## config.mk

```make
export PLATFORM = sky130hd
export DESIGN_NAME = pattern_timer_ctrl
export DESIGN_NICKNAME = d
export VERILOG_FILES = /design/src/rtl/pattern_timer_pkg.sv /design/src/rtl/start_code_detect.sv /design/src/rtl/pattern_timer_ctrl.sv
export SDC_FILE = /design/constraint.sdc
export NUM_CORES = 1
export LEC_CHECK = 0
export BUFFER_PORTS_ARGS = -buffer_cell sky130_fd_sc_hd__buf_2
export CORE_MARGIN = 2
export CORE_UTILIZATION = 25
export DETAILED_ROUTE_END_ITERATION = 7
export SLEW_MARGIN = 20
export SYNTH_ARGS = -nofsm -noshare
export SYNTH_HDL_FRONTEND = slang
export SYNTH_HIERARCHICAL = 1
export SYNTH_SLANG_ARGS = --single-unit
```

## constraint.sdc

```tcl
create_clock -name clk -period 2.52 [get_ports clk]
set_clock_uncertainty 0.1 [all_clocks]
set_input_delay 0.126 -clock clk [delete_from_list [all_inputs] [get_ports clk]]
set_output_delay 0.126 -clock clk [all_outputs]
set_load 0.005 [all_outputs]
```

## src/rtl/pattern_timer_pkg.sv

```systemverilog
// Shared types and constants for the pattern-triggered delay timer.
// Provides the controller state enum, the start code and default timing.
package pattern_timer_pkg;

    typedef enum logic [1:0] {
        SEARCH,
        SHIFT,
        COUNT,
        DONE
    } pt_state_t;

    localparam logic [3:0] PT_START_CODE = 4'b1101;

    localparam int PT_CYCLES_PER_UNIT = 1000;

endpackage

```

## src/rtl/start_code_detect.sv

```systemverilog
// Overlapping start-code detector for the serial configuration stream.
// Ports: clk, clear (sync history wipe), enable (sample data), data, hit.
module start_code_detect
    import pattern_timer_pkg::*;
(
    input  logic clk,
    input  logic clear,
    input  logic enable,
    input  logic data,
    output logic hit
);

    // Last three sampled bits; a cleared history of zeros can never
    // complete a code, so a fresh code needs four new bits.
    logic [2:0] hist;

    always_ff @(posedge clk) begin
        if (clear) begin
            hist <= 3'b000;
        end else if (enable) begin
            hist <= {hist[1:0], data};
        end
    end

    // Combinational so the edge sampling the final bit acts on it.
    assign hit = enable && !clear
              && ({hist, data} == PT_START_CODE);

endmodule

```

## src/rtl/pattern_timer_ctrl.sv

```systemverilog
// Pattern-triggered delay timer: find 1101, shift in a delay, count it out.
// Ports: clk, reset_n (sync, active-low), data, ack, shift_ena, counting,
// done, count; abort exists only when PATTERN_TIMER_ABORT_EN is defined.
module pattern_timer_ctrl
    import pattern_timer_pkg::*;
#(
    parameter int CYCLES_PER_UNIT = PT_CYCLES_PER_UNIT,
    parameter int DELAY_W         = 4
) (
    input  logic               clk,
    input  logic               reset_n,
    input  logic               data,
    input  logic               ack,
    output logic               shift_ena,
    output logic               counting,
    output logic               done,
    output logic [DELAY_W-1:0] count
`ifdef PATTERN_TIMER_ABORT_EN
    ,
    input  logic               abort
`endif
);

    localparam int CW = $clog2(CYCLES_PER_UNIT);
    localparam int BW = (DELAY_W > 1) ? $clog2(DELAY_W) : 1;

    localparam logic [CW-1:0] CYC_LOAD = CW'(CYCLES_PER_UNIT - 1);
    localparam logic [BW-1:0] BIT_LAST = BW'(DELAY_W - 1);

    pt_state_t     state;
    pt_state_t     state_next;
    logic [BW-1:0] bit_cnt;
    logic [CW-1:0] cyc_cnt;
    logic          abort_act;
    logic          det_clear;
    logic          hit;

`ifdef PATTERN_TIMER_ABORT_EN
    assign abort_act = abort && (state != SEARCH);
`else
    assign abort_act = 1'b0;
`endif

    // History is wiped on every path back into SEARCH.
    assign det_clear = !reset_n
                    || ((state == DONE) && ack)
                    || abort_act;

    start_code_detect u_detect (
        .clk    (clk),
        .clear  (det_clear),
        .enable (state == SEARCH),
        .data   (data),
        .hit    (hit)
    );

    always_ff @(posedge clk) begin
        if (!reset_n) begin
            state <= SEARCH;
        end else begin
            state <= state_next;
        end
    end

    always_comb begin
        state_next = state;
        shift_ena  = 1'b0;
        counting   = 1'b0;
        done       = 1'b0;
        case (state)
            SEARCH: begin
                if (hit) state_next = SHIFT;
            end
            SHIFT: begin
                shift_ena = 1'b1;
                if (bit_cnt == BIT_LAST) state_next = COUNT;
            end
            COUNT: begin
                counting = 1'b1;
                if (cyc_cnt == '0 && count == '0) begin
                    state_next = DONE;
                end
            end
            DONE: begin
                done = 1'b1;
                if (ack) state_next = SEARCH;
            end
            default: state_next = SEARCH;
        endcase
        if (abort_act) state_next = SEARCH;
    end

    always_ff @(posedge clk) begin
        if (!reset_n) begin
            bit_cnt <= '0;
            cyc_cnt <= '0;
            count   <= '0;
        end else if (abort_act) begin
            bit_cnt <= '0;
            cyc_cnt <= '0;
            count   <= '0;
        end else begin
            case (state)
                SEARCH: begin
                    bit_cnt <= '0;
                end
                SHIFT: begin
                    count   <= {count[DELAY_W-2:0], data};
                    bit_cnt <= bit_cnt + BW'(1);
                    if (bit_cnt == BIT_LAST) cyc_cnt <= CYC_LOAD;
                end
                COUNT: begin
                    // One whole unit elapses per full cycle-counter sweep.
                    if (cyc_cnt != '0) begin
                        cyc_cnt <= cyc_cnt - CW'(1);
                    end else if (count != '0) begin
                        count   <= count - DELAY_W'(1);
                        cyc_cnt <= CYC_LOAD;
                    end
                end
                default: ;
            endcase
        end
    end

endmodule

```

# [Word level (Yosys, flattened, before mapping)]
# Cells that the tools add are included.
[op_classes] n_addsub=3 mux=16 eq_ne=12 n_reduce_logical=17
[ops] op="$mux W10" n=3
[ops] op="$pmux W10 S2" n=1
[ops] op="$ne A2 B2 Y1 const B" n=6
[ops] op="$logic_not A10 Y1" n=1
[ops] op="$reduce_bool A10 Y1" n=1
[ops] op="$sub A10 B1 Y10 const B" n=1
[ops] op="$mux W2" n=4
[ops] op="$mux W4" n=2
[ops] op="$pmux W2 S4" n=1
[ops] op="$pmux W4 S2" n=1
[ops] op="$eq A2 B2 Y1 const B" n=3
[ops] op="$reduce_and A3 Y1" n=2
[ops] op="$eq A4 B4 Y1 const B" n=1
[ops] op="$logic_and A1 B1 Y1" n=4
[ops] op="$logic_not A4 Y1" n=1
[ops] op="$pmux W2 S2" n=1
[ops] op="$reduce_and A4 Y1" n=1
[ops] op="$reduce_bool A2 Y1" n=2
[ops] op="$reduce_bool A4 Y1" n=1
[ops] op="$sub A4 B1 Y4 const B" n=1
[ops] op="$mux W1" n=3
[ops] op="$ne A3 B3 Y1 const B" n=1
[ops] op="$add A2 B1 Y2 const B" n=1
[ops] op="$eq A2 B1 Y1 const B" n=1
[ops] op="other kinds (3)" n=4
[word_totals] regBits=21 in_bits=4 output_inout_bits=7

# [Logic depth before layout (Yosys ltp)]
# Gate-level depths: netlist of run 1.
[depth] word_depth=8 mapped_depth=8 ltp_nobuf=8

# [By module]
# The synthesis of run 1 kept the hierarchy.
[modules_own_cells] mod="pattern_timer_ctrl" seq_area_each_um2=360.3 cells_each=138 area_each_um2=1176.1 instances=1
[modules_own_cells] mod="start_code_detect" seq_area_each_um2=60.1 cells_each=11 area_each_um2=117.6 instances=1

# [Worst setup path after synthesis of run 1]
# No wires, ideal clock.
[synth_path] path_kind="register to register" from="reg state[1]" to="reg cyc_cnt[5]" setup_time_ns=0.120 period_less_slack_ns=2.092 arrival_time_ns=1.872 path_stages_with_launch=8 path_buffers=1 path_slack_ns=0.428 cell_sequence="dfxtp_1 > inv_1 > ha_1 > buf_4 > mux2i_1 > or3_1 > o31a_1 > o31a_1"
[synth_between] elab_chain_len=3 elab_cells_between_ends=7
[synth_rtl] element="start: declaration" line="pattern_timer_ctrl.sv:30" source="pt_state_t state;"
[synth_rtl] element="start signal: assignment" line="pattern_timer_ctrl.sv:61" source="state <= state_next;"
[synth_rtl] element="$eq A2 B2 Y1 / $eq A2 B1 Y1 (equally long branches)" line="pattern_timer_ctrl.sv:103" source="case (state)"
[synth_rtl] element="$ne A3 B3 Y1 (no line), or another cell as far along"
[synth_rtl] element="$reduce_and A3 Y1 (no line)"
[synth_rtl] element="end signal: assignment" line="pattern_timer_ctrl.sv:115" source="cyc_cnt <= cyc_cnt - CW'(1);"
[synth_rtl] element="end: declaration" line="pattern_timer_ctrl.sv:33" source="logic [CW-1:0] cyc_cnt;"
# Parallel ways exist; a longest one is shown, timed or not.
# A chain may end at the register's enable or synchronous reset.

# [Worst setup path in the final report of run 1]
# Same ends and word-level chain as after synthesis.

==> impl_metrics.csv, run 1 <==
group,metric,value,unit
yosys,synth_nets,161,
grt,grt_usage,0.0992,
timing,layout_setup_ws,328,ps
yosys,synth_edf_count,0,
detailed_routing,drt_first_pass_iters,4,
critical_path,r2r_cells,6,
cts,cts_post_setup_buffers_inserted,0,
power,power_density,588,mW/mm2
floorplan,die_h,75.9,um
finish,stdcell_count,230,
cts,clock_path_buffers,2,
critical_path,cp_top_family,"compound AO/OA/AOI/OAI gates",
cts,cts_sinks,21,
yosys,yosys_register_bits,21,
job,maxCapViolCount,0,
yosys,netlist_instances,149,
critical_path,end_kind,"flop",
finish,nNetsFinal,173,
timing,tightest_slew,550,ps
critical_path,max_stage_delay,470,ps
yosys,postSynthAreaPerCell,8.68,um2
floorplan,initial_core_util,0.257,
finish,drive_gt1_frac,0.150,
detailed_routing,wl_per_cell,12.0,um
detailed_routing,via_per_inst,4.92,
grt,grt_start_max_net_pins,12,
detailed_routing,drtIter0Drc,65,
placement,post-place-ws,347,ps
placement,io_buffers,10,
run_status,outcome,"complete, no violations",
floorplan,die_area,0.00577,mm2
power,leakage,0.609,nW
cts,cts_resized,0,
cts,ctsHtreeMaxLevel,1,
yosys,synth.distinct_cells,45,
floorplan,core_area,0.00504,mm2
detailed_routing,wl,2770,um
detailed_routing,route.antenna.remaining_nets,0,
finish,seqCellArea,420,um2
timing,rsz0062_at_grt,"false",
timing,final.period_utilization,0.870,
critical_path,worstSetupPathType,"reg2reg",
finish,multi_input_area,807,um2
power,vdd_drop_max,0.215,mV
critical_path,rr_endpoint,"cyc_cnt[5]",
yosys,syn_area,0.00129,mm2
detailed_routing,vias,1132,
critical_path,slowest_stage,"or3_1",
grt,grt_overflow,0,
grt,grt_pass1_vias,1042,
critical_path,worstPathCellList,"inv_1 -> ha_1 -> mux2i_1 -> or3_1 -> o31a_1 -> o31a_1",
critical_path,path_buf_inv,1,
critical_path,endpoint,"cyc_cnt[5]",
critical_path,reg2reg_slack,330,ps
timing,setup_viol,0,
timing,hold_slack,66.2,ps
finish,antennaDiodeCount,0,
timing,drv_slew,0,
grt,grt_pass1_wl,4830,um
cts,cts.clk_slew.worst_paths,80,ps
timing,finalHoldViolCount,0,
critical_path,worstSetupStartpoint,"state[1]",
detailed_routing,drc,0,
finish,area_growth,13.6,%
cts,cts_made_buffers,3,
floorplan,rows,26,
critical_path,crit_top_cell,"o31a_1",
placement,gp_congestion,0.743,
placement,dpl.cell_count,226,
yosys,ys_warn_count,6,
floorplan,io_pins,11,
yosys,synth_ff_type,"dfxtp_1",
finish,fill_cells,527,
critical_path,crit_path_max_fanout,9,
critical_path,start_kind,"flop",
yosys,seq_area_frac_synth,0.325,
timing,maxSlewHeadroom,0.630,
yosys,async_reset_ff_frac,0,
critical_path,worstPathRequired,2570,ps
cts,cts_tree,"built",
grt,antenna_found_initial,0,
critical_path,arrival,2250,ps
timing,fin_tns_setup,0,ps
timing,period_needed,2190,ps
cts,cts-root-buf,"clkbuf_8",
placement,dpl.hpwl,2100,um
floorplan,die_x,75.9,um
cts,clk_latency,260,ps
min_path,min_path_type,"in2reg",
cts,postCtsHoldBufs,0,
timing,max_freq,456,MHz
critical_path,rr_startpoint,"state[1]",
critical_path,cp_num_cells,6,
## worst reg2reg max path, cell delays in order, from the launching register on
cell and delay [ps]:
dfxtp_1 380, inv_1 80, ha_1 290, mux2i_1 260
or3_1 470, o31a_1 290, o31a_1 230
## state kept, by name (all words and copies together), names as in the netlist
register	count
state	2
cyc_cnt	10
count	4
u_detect/hist	3
bit_cnt	2
## where the power goes
group	leakage [nW]	switching (W)	internal (W)
registers	0.170	0.0000260	0.000358
clock network	0.0228	0.000112	0.000113
logic	0.416	0.000149	0.000107
## kinds of logic (layout without fill, tap and decap cells)
| family | after synthesis | after routing | share of synthesized area |
|---|---|---|---|
| simple gates | 58 | 58 | 0.287 |
| compound gates | 41 | 41 | 0.221 |
| flops | 21 | 21 | 0.325 |
| buf+inv | 16 | 27 | 0.0513 |
| fa+ha+maj | 8 | 8 | 0.0774 |
| mux | 5 | 5 | 0.0387 |
## how the worst min path moves through the flow
stage	start	to	cells past startpoint
2_1_floorplan	data	u_detect/hist[0]	2
3_3_place_gp	data	u_detect/hist[0]	3
3_5_place_dp	data	count[0]	3
4_1_cts	data	count[0]	3
5_1_grt	data	count[0]	3
6_report	data	count[0]	3
## synth_stat cells (4+ instances only)
cell / instances / share of area
inv_1: 9 / 0.026
mux2i_1: 5 / 0.039
o21ai_0: 8 / 0.031
nand2_1: 9 / 0.026
dfxtp_1: 21 / 0.32
nor2_1: 11 / 0.032
nand3_1: 4 / 0.015
ha_1: 8 / 0.077
o31a_1: 7 / 0.047
a31oi_1: 5 / 0.024
a21oi_1: 6 / 0.023
or4_1: 4 / 0.023
## layout by cell type (no fill, tap or decap), types with 3 or more instances in the layout
cell type	n
dfxtp_1	21
nor2_1	11
buf_2	10
inv_1	9
nand2_1	9
o21ai_0	8
ha_1	8
o31a_1	7
a21oi_1	6
a31oi_1	5
mux2i_1	5
or4_1	4
nand3_1	4
nor2b_1	3
nor3b_1	3
a41oi_1	3
nand2b_1	3
nor4_1	3
clkbuf_8	3
buf_4	3
## through the flow
step | area [um2] | utilization | power, W
after floorplan | 1290 | - | 0.000590
after global placement | 1430 | 0.283 | 0.000644
after detailed placement | 1430 | 0.283 | 0.000647
after CTS | 1470 | 0.292 | 0.000874
after global routing | 1470 | 0.292 | 0.000924
final | 1470 | 0.292 | 0.000865
## final cells by class
class / count / share of cell area
Clock buffer: 4 / 0.0306
Inverter: 10 / 0.0255
Multi-Input combinational cell: 112 / 0.549
Sequential cell: 21 / 0.286
Tap cell: 70 / 0.0596
Timing Repair Buffer: 13 / 0.0494
## metal layers
layer	GRT usage	part of all wire	vias up
met4	0.0218	0.0040	0
met3	0.0226	0.036	2
met2	0.156	0.44	19
met1	0.139	0.52	522
li1	-	-	589
met5	0	0	-
(Power assumes the default switching activity.)
==> run 2: changes to the inputs <==
--- a/config.mk
+++ b/config.mk
@@ -5,9 +5,10 @@
 export SDC_FILE = /design/constraint.sdc
 export NUM_CORES = 1
 export LEC_CHECK = 0
+export ABC_AREA = 1
 export BUFFER_PORTS_ARGS = -buffer_cell sky130_fd_sc_hd__buf_2
 export CORE_MARGIN = 2
-export CORE_UTILIZATION = 25
+export CORE_UTILIZATION = 35
 export DETAILED_ROUTE_END_ITERATION = 7
 export SLEW_MARGIN = 20
 export SYNTH_ARGS = -nofsm -noshare
==> impl_metrics.csv, run 2 <==
group,metric,value,unit
timing,drv_slew,0,
placement,io_buffers,10,
critical_path,endpoint,"cyc_cnt[3]",
critical_path,reg2reg_slack,680,ps
critical_path,rr_endpoint,"cyc_cnt[3]",
critical_path,path_buf_inv,3,
critical_path,cp_num_cells,10,
critical_path,worstPathCellList,"inv_1 -> ha_1 -> inv_1 -> nor2_1 -> a21oi_4 -> nand2_4 -> inv_4 -> nand2_2 -> nand2_2 -> nor2_1",
finish,multi_input_area,825,um2
detailed_routing,wl,2850,um
cts,cts-root-buf,"clkbuf_8",
floorplan,io_pins,11,
yosys,yosysMostFrequentCell,"nand2_1",
critical_path,worstSetupStartpoint,"state[1]",
critical_path,end_kind,"flop",
floorplan,rows,22,
cts,cts_tree,"built",
critical_path,r2r_cells,10,
job,maxCapViolCount,0,
finish,layout_common_cells,"47 x nand2_1, 29 x nor2_1, 22 x inv_1, 21 x dfxtp_1, 16 x nand3_1",
detailed_routing,drc,0,
finish,stdcell_area,0.00151,mm2
finish,drive_gt1_frac,0.149,
grt,grt_pass1_wl,5130,um
critical_path,worstPathRequired,2580,ps
critical_path,rr_startpoint,"state[1]",
detailed_routing,wl_per_cell,10.8,um
yosys,synth.largest_area_cell,"dfxtp_1",
detailed_routing,drt_first_pass_iters,4,
finish,seqCellArea,420,um2
finish,biggestRegsByFlops,"cyc_cnt x10, count x4, u_detect/hist x3",
min_path,min_path_type,"in2reg",
critical_path,slowest_stage,"dfxtp_1",
finish,area_growth,10.2,%
cts,cts_post_setup_buffers_inserted,0,
critical_path,max_stage_delay,380,ps
yosys,async_reset_ff_frac,0,
finish,fill_cells,413,
placement,dpl.hpwl,2140,um
critical_path,start_kind,"flop",
grt,grt_pass1_vias,1164,
yosys,netlist_instances,203,
yosys,synth_common_cells,"47 x nand2_1, 29 x nor2_1, 22 x inv_1",
power,power,0.00215,W
critical_path,arrival,1900,ps
floorplan,initial_core_util,0.368,
yosys,seq_area_frac_synth,0.307,
cts,cts_sinks,21,
power,power_density,1420,mW/mm2
critical_path,crit_path_max_fanout,9,
yosys,postSynthAreaPerCell,6.74,um2
finish,final_common_cell,"nand2_1",
yosys,synth.distinct_cells,28,
critical_path,worstSetupPathType,"reg2reg",
finish,nNetsFinal,228,
yosys,synth_top_area_frac,0.307,
cts,postCtsHoldBufs,0,
cts,cts_made_buffers,3,
grt,grt_start_max_net_pins,17,
cts,cts_resized,0,
cts,clock_path_buffers,2,
cts,cts.clk_slew.worst_paths,70,ps
timing,setup_viol,0,
power,vdd_drop_max,0.475,mV
yosys,synth_ff_type,"dfxtp_1",
timing,tightest_slew,486,ps
grt,antenna_found_initial,0,
floorplan,core_area,0.00372,mm2
grt,grt_usage,0.148,
yosys,synth_edf_count,0,
detailed_routing,via_per_inst,4.70,
detailed_routing,vias,1235,
finish,utilization,0.406,
timing,max_freq,544,MHz
timing,maxSlewHeadroom,0.673,
floorplan,die_h,66.5,um
finish,antennaDiodeCount,0,
placement,gp_congestion,0.876,
timing,fin_tns_setup,0,ps
yosys,syn_area,0.00137,mm2
cts,ctsHtreeMaxLevel,1,
finish,largest_reg_flops,10,
critical_path,cp_top_family,"simple AND/OR/NAND/NOR gates",
floorplan,die_x,66.5,um
power,leakage,0.674,nW
timing,final.period_utilization,0.730,
timing,hold_slack,72.6,ps
finish,regMostFlops,"cyc_cnt",
yosys,ys_warn_count,6,
detailed_routing,drtIter0Drc,49,
yosys,yosys_register_bits,21,
detailed_routing,route.antenna.remaining_nets,0,
grt,grt_overflow,0,
cts,clk_latency,260,ps
yosys,synth_nets,215,
timing,period_needed,1840,ps
yosys,synth.area.top_cells,"dfxtp_1 31%, nand2_1 13%, nor2_1 8.0%",
timing,finalHoldViolCount,0,
placement,place_area,0.00146,mm2
run_status,outcome,"complete, no violations",
floorplan,die_area,0.00442,mm2
timing,rsz0062_at_grt,"false",
## run 2: cell count changes in the layout (fill, tap and decap cells not counted), moves of 4 or more
cell / delta
nand3_1: +12
a21oi_1: +7
inv_1: +13
o31a_1: -7
or4_1: -4
o21ai_0: +4
nand4_1: +7
nor2_1: +18
nand2_1: +38
mux2i_1: -5
a31oi_1: -5
## run 2: worst min-delay path: cells and delay by family
kind	cells	cell delay [ps]
compound gates	1	60
buf+inv	1	110
simple gates	1	100
## run 2: worst min path at each step
stage,from,end,slack (ps),cells after the start
floorplan,data,u_detect/hist[0],210,2
global placement,data,u_detect/hist[0],350,3
CTS,data,u_detect/hist[0],70,3
detailed placement,data,u_detect/hist[0],350,3
global route,data,u_detect/hist[0],90,3
finish,data,u_detect/hist[0],70,3
## run 2: metrics by stage
| step | setup WS, ps | instances |
|---|---|---|
| global placement | 687 | 259 |
| finish | 681 | 263 |
| detailed placement | 682 | 259 |
| floorplan | 914 | 203 |
| global route | 488 | 263 |
| CTS | 660 | 263 |
## run 2: cell type report
type / count / share of cell area
Multi-Input combinational cell: 153 / 0.547
Sequential cell: 21 / 0.279
Inverter: 26 / 0.0664
Tap cell: 48 / 0.0398
Timing Repair Buffer: 11 / 0.0382
Clock buffer: 4 / 0.0299
## run 2: report_power, final
group	switching (W)	total, W	internal, W
Combinational	0.000872	0.00136	0.000488
Clock	0.000112	0.000224	0.000113
Sequential	0.000117	0.000563	0.000447
## run 2: logic make-up after synthesis
kind of cell	count (synthesis)	share of synthesized area
adder cells (fa/ha/maj)	8	0.0732
flip-flops	21	0.307
buffers and inverters	29	0.0897
XOR/XNOR	1	0.00641
AO/OA/AOI/OAI	30	0.129
AND/OR/NAND/NOR	114	0.394
## run 2: layer usage
layer | GRT usage | share of wire | routed length, um
met5 | 0 | 0 | 0
met4 | 0.0536 | 0.0095 | 27
met3 | 0.0338 | 0.017 | 49
met2 | 0.243 | 0.44 | 1250
met1 | 0.190 | 0.53 | 1510
==> run 3: changes to the inputs <==
--- a/config.mk
+++ b/config.mk
@@ -5,7 +5,7 @@
 export SDC_FILE = /design/constraint.sdc
 export NUM_CORES = 1
 export LEC_CHECK = 0
-export ABC_AREA = 1
+export ABC_AREA = 0
 export BUFFER_PORTS_ARGS = -buffer_cell sky130_fd_sc_hd__buf_2
 export CORE_MARGIN = 2
 export CORE_UTILIZATION = 35
==> constraint.sdc (replaced) <==
create_clock -name clk -period 1.9 [get_ports clk]
set_clock_uncertainty 0.1 [all_clocks]
set_input_delay 0.095 -clock clk [delete_from_list [all_inputs] [get_ports clk]]
set_output_delay 0.095 -clock clk [all_outputs]
set_load 0.005 [all_outputs]
==> impl_metrics.csv, run 3 (same netlist as run 1, synthesis figures left out) <==
group,metric,value,unit
run_status,outcome,"complete, but fails checks",
run_status,violations,"negative setup slack",
floorplan,core_area,0.00361,mm2
detailed_routing,wl_per_cell,14.6,um
power,intPower,0.000941,W
timing,tightest_slew,467,ps
placement,gp_congestion,0.872,
floorplan,die_h,64.8,um
finish,area_growth,48.6,%
cts,postCtsHoldBufs,0,
finish,drive_gt1_frac,0.453,
finish,utilization,0.533,
floorplan,initial_core_util,0.359,
power,power,0.00142,W
timing,period_needed,1930,ps
critical_path,worstSetupPathType,"reg2reg",
finish,regMostFlops,"cyc_cnt",
finish,fill_cells,327,
detailed_routing,via_per_inst,5.48,
detailed_routing,drt_first_pass_iters,4,
cts,clk_latency,270,ps
power,leakage,0.797,nW
grt,grt_overflow,0,
job,maxCapViolCount,0,
timing,final.period_utilization,1.02,
critical_path,start_kind,"flop",
cts,cts_tree,"built",
finish,antennaDiodeCount,0,
power,p_sw_frac,0.337,
finish,nNetsFinal,205,
critical_path,rr_endpoint,"state[1]",
floorplan,die_area,0.00420,mm2
critical_path,worstPathRequired,2000,ps
power,seqPwrFrac,0.371,
grt,grt_pass1_wl,5820,um
min_path,hold_start,"data",
min_path,hold_depth,3,
cts,cts.clk_slew.worst_paths,80,ps
placement,io_buffers,10,
timing,max_freq,518,MHz
timing,finalHoldViolCount,0,
finish,layout_common_cells,"30 x buf_4, 17 x dfxtp_1, 10 x nor2_1, 10 x buf_2",
timing,maxSlewHeadroom,0.686,
cts,cts_sinks,21,
critical_path,worstSetupStartpoint,"state[0]",
timing,setup_viol,3,
floorplan,rows,22,
timing,layout_setup_ws,-31.9,ps
timing,drv_slew,0,
cts,ctsHtreeMaxLevel,1,
floorplan,die_x,64.8,um
min_path,whs_endpoint,"u_detect/hist[0]",
critical_path,reg2reg_slack,-30,ps
min_path,min_path_type,"in2reg",
detailed_routing,wl,3510,um
critical_path,rr_startpoint,"state[0]",
critical_path,crit_path_max_fanout,3,
critical_path,arrival,2030,ps
placement,post-place-ws,-53.1,ps
grt,grt_start_max_net_pins,13,
grt,antenna_found_initial,0,
grt,grt_usage,0.175,
power,vdd_drop_max,0.424,mV
floorplan,io_pins,11,
finish,final_common_cell,"buf_4",
critical_path,end_kind,"flop",
detailed_routing,drtIter0Drc,66,
power,p_comb_frac,0.417,
finish,largest_reg_flops,10,
power,p_switching,0.000479,W
cts,cts-root-buf,"clkbuf_8",
power,power_density,738,mW/mm2
cts,cts_made_buffers,3,
timing,rsz0062_at_grt,"true",
finish,biggestRegsByFlops,"cyc_cnt x10, count x4, u_detect/hist x3",
placement,dpl.hpwl,2490,um
detailed_routing,vias,1315,
detailed_routing,drc,0,
critical_path,r2r_cells,8,
cts,clock_path_buffers,2,
grt,grt_pass1_vias,1283,
detailed_routing,route.antenna.remaining_nets,0,
power,p_clk_frac,0.212,
[run 3: cell type report]
type,instances,area [um2],area share
clock buffers,3,41.3,0.0215
repair buffers,45,340,0.177
inverters,10,40.0,0.0208
multi-input cells,112,1010,0.523
clock inverters,1,5.00,0.00260
flip-flops and latches,21,430,0.224
well taps,48,60.1,0.0312
[run 3: worst max path at each step]
stage | slack [ps] | cells past startpoint | to
after floorplan | -40 | 8 | cyc_cnt[5]
final | -30 | 8 | state[1]
after global routing | -130 | 8 | state[1]
after CTS | -40 | 6 | cyc_cnt[7]
after global placement | -20 | 7 | cyc_cnt[6]
after detailed placement | -50 | 8 | state[1]
[run 3: power groups by stage]
stage          Clock (W)  Combinational, W  Sequential (W)
6_report        0.000300          0.000592        0.000527
5_1_grt         0.000331          0.000654        0.000533
4_1_cts         0.000307          0.000510        0.000512
3_5_place_dp           0          0.000492        0.000523
3_3_place_gp           0          0.000473        0.000519
2_1_floorplan          0          0.000296        0.000520
[run 3: worst max-delay path: stages (launching register included)]
cell      delay [ps]
dfxtp_4          380
ha_4             170
nand2_2           60
nand2_2           60
nor4bb_4         240
and3_1           210
o221ai_2         120
or3b_1           390
a21oi_2          140
[run 3: stage by stage]
step | instance area, um2 | instances | hold slack (ps) | setup TNS (ps)
after floorplan | 1350 | 149 | 142 | -169
after CTS | 1710 | 230 | 22.4 | -156
after global placement | 1620 | 226 | 282 | -54.5
final | 1920 | 240 | 25.0 | -72.2
after detailed placement | 1620 | 226 | 305 | -259
after global routing | 1920 | 240 | 64.9 | -458
[run 3: timing repair]
action,4_1_cts,5_1_grt
hold endpoints to repair,0,0
setup buffers,0,10
setup endpoints to repair,9,14
resized for setup,11,32
pin swaps,4,16
[run 3: layer usage]
metal  vias up  track usage  wire length (um)
li1        649            -                 -
met1       636        0.215              1480
met2        25        0.308              1880
met3         5       0.0260               105
met4         0       0.0638                46
met5         -            0                 0
